File: src/rtl/rt_pixel_scheduler.sv
// Raster-order pixel job scheduler feeding two ray-tracing lanes, then
// re-serialising their results into an in-order fragment stream.
module rt_pixel_scheduler #(
    parameter int IW      = 16,
    parameter int QW      = 16,
    parameter int MAX_OUT = 2
) (
    input  logic          clk,
    input  logic          resetn,
    input  logic          start,
    input  logic [31:0]   image_width,
    input  logic [31:0]   image_height,
    output logic          busy,
    output logic          done,
    output logic [1:0]    job_valid,
    input  logic [1:0]    job_ready,
    output logic [IW-1:0] job_x,
    output logic [IW-1:0] job_y,
    input  logic [1:0]    res_valid,
    output logic [1:0]    res_ready,
    input  logic [63:0]   res_data,
    output logic          valid,
    input  logic          ready,
    output logic [31:0]   fragment,
    output logic          last
);

    typedef enum logic [1:0] {
        S_IDLE,
        S_RUN,
        S_DRAIN
    } state_t;

    state_t        state;
    state_t        state_nxt;

    logic [IW-1:0] w;
    logic [IW-1:0] h;
    logic [IW-1:0] w_in;
    logic [IW-1:0] h_in;
    logic [IW-1:0] cx;
    logic [IW-1:0] cy;
    logic          dptr;
    logic          cptr;
    logic [2:0]    outst [2];

    logic          start_ok;
    logic          start_empty;
    logic          accept;
    logic          pop;
    logic          out_fire;
    logic          last_fire;
    logic          dispatch_end;
    logic          collect_end;
    logic [31:0]   pop_data;

    assign w_in = IW'(image_width >> QW);
    assign h_in = IW'(image_height >> QW);
    assign busy = (state != S_IDLE);

    always_comb begin
        // NOTE: every signal driven here gets a default first so no latch can be inferred.
        job_valid    = '0;
        res_ready    = '0;
        start_ok     = (state == S_IDLE) && start;
        start_empty  = (w_in == '0) || (h_in == '0);
        if (state == S_RUN && outst[dptr] < 3'(MAX_OUT)) begin
            job_valid[dptr] = 1'b1;
        end
        accept       = |(job_valid & job_ready);
        // Only the lane whose turn it is may pop, and only if the output slot frees up.
        if (state != S_IDLE && res_valid[cptr] && (!valid || ready)) begin
            res_ready[cptr] = 1'b1;
        end
        pop          = |res_ready;
        pop_data     = cptr ? res_data[63:32] : res_data[31:0];
        out_fire     = valid && ready;
        last_fire    = out_fire && last;
        dispatch_end = (job_x == w - IW'(1)) && (job_y == h - IW'(1));
        collect_end  = (cx == w - IW'(1)) && (cy == h - IW'(1));
    end

    always_comb begin
        state_nxt = state;
        case (state)
            S_IDLE:  if (start_ok && !start_empty) state_nxt = S_RUN;
            S_RUN:   if (accept && dispatch_end) state_nxt = S_DRAIN;
            S_DRAIN: state_nxt = S_DRAIN;
            default: state_nxt = S_IDLE;
        endcase
        if (last_fire) begin
            state_nxt = S_IDLE;
        end
    end

    // NOTE: reset is synchronous, so it lives inside the clocked block rather than its sensitivity list.
    always_ff @(posedge clk) begin
        if (!resetn) begin
            state <= S_IDLE;
        end else begin
            state <= state_nxt;
        end
    end

    always_ff @(posedge clk) begin
        if (!resetn) begin
            w        <= '0;
            h        <= '0;
            job_x    <= '0;
            job_y    <= '0;
            cx       <= '0;
            cy       <= '0;
            dptr     <= 1'b0;
            cptr     <= 1'b0;
            outst    <= '{default: '0};
            valid    <= 1'b0;
            last     <= 1'b0;
            fragment <= '0;
            done     <= 1'b0;
        end else begin
            // NOTE: sequential state uses non-blocking assignments so every register samples pre-edge values.
            done <= (start_ok && start_empty) || last_fire;

            if (start_ok) begin
                w     <= w_in;
                h     <= h_in;
                job_x <= '0;
                job_y <= '0;
                cx    <= '0;
                cy    <= '0;
                dptr  <= 1'b0;
                cptr  <= 1'b0;
            end

            if (accept) begin
                dptr <= ~dptr;
                if (job_x == w - IW'(1)) begin
                    job_x <= '0;
                    job_y <= job_y + IW'(1);
                end else begin
                    job_x <= job_x + IW'(1);
                end
            end

            if (pop) begin
                cptr     <= ~cptr;
                fragment <= pop_data;
                valid    <= 1'b1;
                last     <= collect_end;
                if (cx == w - IW'(1)) begin
                    cx <= '0;
                    cy <= cy + IW'(1);
                end else begin
                    cx <= cx + IW'(1);
                end
            end else if (out_fire) begin
                valid <= 1'b0;
                last  <= 1'b0;
            end

            // A same-lane accept and pop cancel out.
            for (int l = 0; l < 2; l++) begin
                if ((job_valid[l] && job_ready[l]) && !res_ready[l]) begin
                    outst[l] <= outst[l] + 3'd1;
                end else if (!(job_valid[l] && job_ready[l]) && res_ready[l]) begin
                    outst[l] <= outst[l] - 3'd1;
                end
            end
        end
    end

endmodule

File: config.mk
export PLATFORM = sky130hd
export DESIGN_NAME = rt_pixel_scheduler
export DESIGN_NICKNAME = d
export VERILOG_FILES = /design/src/rtl/rt_pixel_scheduler.sv
export SDC_FILE = /design/constraint.sdc
export NUM_CORES = 1
export LEC_CHECK = 0
export ABC_AREA = 0
export CELL_PAD_IN_SITES_DETAIL_PLACEMENT = 1
export CELL_PAD_IN_SITES_GLOBAL_PLACEMENT = 1
export CORE_MARGIN = 8
export CORE_UTILIZATION = 37
export DETAILED_ROUTE_END_ITERATION = 10
export PLACE_DENSITY = 0.9
export SYNTH_ARGS = -nofsm -noshare
export SYNTH_HDL_FRONTEND = slang
export SYNTH_SLANG_ARGS = --single-unit
File: constraint.sdc
create_clock -name clk -period 4.12 [get_ports clk]
set_input_delay 0.824 -clock clk [delete_from_list [all_inputs] [get_ports clk]]
set_output_delay 0.824 -clock clk [all_outputs]
set_load 0.01 [all_outputs]
==> results.md <==
* Top-Level Pins at 208
* RSZ-0062 raised after global routing: no
* Crit path max fanout at 9
* Critical path launch point type: register
* Clock Skew at 7.93 ps
* Initial DRC count at 565
* Total CTS buffers at 17
* Starting Density at 37.6%
* Syn nets at 1,247
* Core area at 0.0234 mm2
* Row Count at 56
* DRT antenna net count at 0
* Critical path, cell by cell: or4_1 -> or4_1 -> a211oi_1 -> nand2_1 -> nor4_2 -> a21oi_1 -> nand2_1 -> o21ai_0
* Worst path max stage delay at 740 ps
* Worst Hold Class: reg -> reg
* Critical Path AT at 4280 ps
* Tmin final at 3970 ps
* Setup WS post-layout at 145 ps
* GP Congestion at 0.940
* Placed cell count at 1,533
* # fillers at 2,851
* CTS sink count at 141
* Slew headroom at 43.1%
* Largest net degree at the start of global routing at 68
* Number of non-filler instances in the completed layout at 1,565
* Nets at 1,382
* Slew @ Worst Pin at 850 ps
* Avg WL per Cell at 19.8 um
* Commonest non-fill, non-tap cells in the layout: clkdlybuf4s50_1, dfxtp_1, nand2_1, nor2_1, a21oi_1
* Post-CTS sizing at 0
* Final period utilization at 96.5%
* Die Footprint at 0.0290 mm2
* Setup violators final at 0
* Vias in the first global route at 9,586
* Hpwl dp at 23.1 mm
* Layout cell share with drive strength beyond 1 at 6.42%
* Design area at 0.0114 mm2
* Primary FF master, synth: dfxtp_1
* CTS max path bufs at 2
* First-pass GRT wire length at 49.9 mm
* Yosys warning count at 0
* Fmax at 252 MHz
* Pins Over Slew Limit at 0
* TNS Setup at 0 ps
* Total Wirelength at 31.0 mm
* Critical path buffers and inverters at 0
* Mean area per synthesized cell at 8.01 um2
* Total number of vias at 8,930
* Final Power at 6.32 mW
* Sequential area share after synthesis at 32.1%
* Aggregate global routing overflow at 0
* Status: complete, no violations
* FFs w/ async S/R, synth at 0%
* Setup Crit Path Kind: reg -> reg
* Hold Vio Cnt, Final at 0
* Dpl ws at 392 ps
* Setup Buffers After CTS at 0
* CP Data Required Time at 4420 ps
* Die height at 170 um
* First drt pass iteration count at 5
* Port Buffers at 175
* Clock edge transition at the registers on the reported setup and hold paths at 70 ps
* Insertion delay to the later sink of the worst-skew pair at 430 ps
* Synth Instances at 1,098
* Leak at 4.07 nW
* VDD IR-drop max at 0.226 mV
* Area growth syn-to-layout at 29.5%
* CTS H-tree lvls at 4
* CTS root buffer: clkbuf_16
* P per Cell Area at 555 mW/mm2
* Post-synthesis register bit count at 141
* Vias per Instance at 5.71
* Top delay family on crit path: simple AND/OR/NAND/NOR gates
* CP max-delay cell: or4_1
* Max_cap viols at 0
* Initial antenna violation count at 0
* Worst setup EP type: register
* Total GRT Usage at 21.3%
* DP Area at 0.0108 mm2
* Number of diodes at 0
* CTS tree: built
* Syn Std Cell Area at 0.00879 mm2
* Most common cell after layout, fill and taps aside: clkdlybuf4s50_1
* # hold bufs at CTS at 0
* Number of synthesized flops with an enable pin at 0
* Die width at 170 um
* Residual DRC at 0
* Yosys cell types at 75
## power breakdown
group | switching, mW | leakage [nW] | total [mW] | internal, mW
Sequential | 0.246 | 1.15 | 1.83 | 1.58
Combinational | 1.63 | 2.63 | 2.85 | 1.22
Clock | 0.711 | 0.298 | 1.65 | 0.934
## routing by layer
layer  global-route usage (%)  vias to the layer above  part of all wire, %
li1                         -                     4229                    -
met1                     24.4                     4352                   40
met2                     37.8                      283                   50
met3                     5.26                       66                  6.7
met4                     7.78                        0                  2.9
met5                        0                        -                    0
## state kept, by name, summed over array words and instances (netlist names), 2 cells and up
name	flops
cx	16
job_y	16
state	2
w	16
fragment	32
job_x	16
outst	6
h	16
cy	16
## synthesized netlist by cell type, types with 13 or more instances
cell type,count,area [um2]
dfxtp_1,141,2820
nand2_1,132,495
nor2_1,94,353
a21oi_1,89,445
clkbuf_1,51,191
o21ai_0,50,250
mux2i_1,44,440
xnor2_1,44,385
a211oi_1,40,300
nand3_1,29,145
xor2_1,29,254
and3_1,24,150
nor3_1,23,115
a31oi_1,22,138
inv_1,22,82.6
nand4_1,21,131
nor4_1,20,125
nand2b_1,18,113
or4_1,16,120
nor2b_1,15,93.8
and2_1,14,87.6
or3_1,13,81.3
## final timing paths
| path | start | to | slack, ps | cells after the start |
|---|---|---|---|---|
| worst min-delay path | cx[15]$_SDFFE_PN0P_ | cx[15]$_SDFFE_PN0P_ | 490 | 1 |
| worst min register to register | cx[15]$_SDFFE_PN0P_ | cx[15]$_SDFFE_PN0P_ | 490 | 1 |
| worst max register to register | w[0]$_SDFFE_PN0P_ | job_x[3]$_SDFFE_PN0P_ | 150 | 8 |
| worst max-delay path | w[0]$_SDFFE_PN0P_ | job_x[3]$_SDFFE_PN0P_ | 150 | 8 |
## cells by family (layout without fill, tap and decap cells)
logic type / after synthesis / after routing / synth area share, %
simple gates: 454 / 454 / 26.9
compound gates: 254 / 254 / 18.1
flops: 141 / 141 / 32.1
buf+inv: 101 / 249 / 4.68
xor+xnor: 85 / 85 / 10.3
mux: 50 / 50 / 5.82
fa+ha+maj: 13 / 13 / 2.02
## final cells by class
class | count | area (um2) | area share (%)
Sequential cell | 141 | 2820 | 24.8
Clock buffer | 18 | 439 | 3.86
Tap cell | 319 | 399 | 3.51
Clock inverter | 14 | 171 | 1.51
Timing Repair Buffer | 194 | 1890 | 16.6
Multi-Input combinational cell | 856 | 5570 | 48.9
Inverter | 23 | 87.6 | 0.769
## per-stage QoR
stage               hold slack [ps]  utilization [%]
finish                          487             48.7
global route                    493             48.7
CTS                             487             48.6
detailed placement              478             46.0
global placement                468             46.0
floorplan                       449                -
Note: power is estimated with default switching activity, not from simulation.
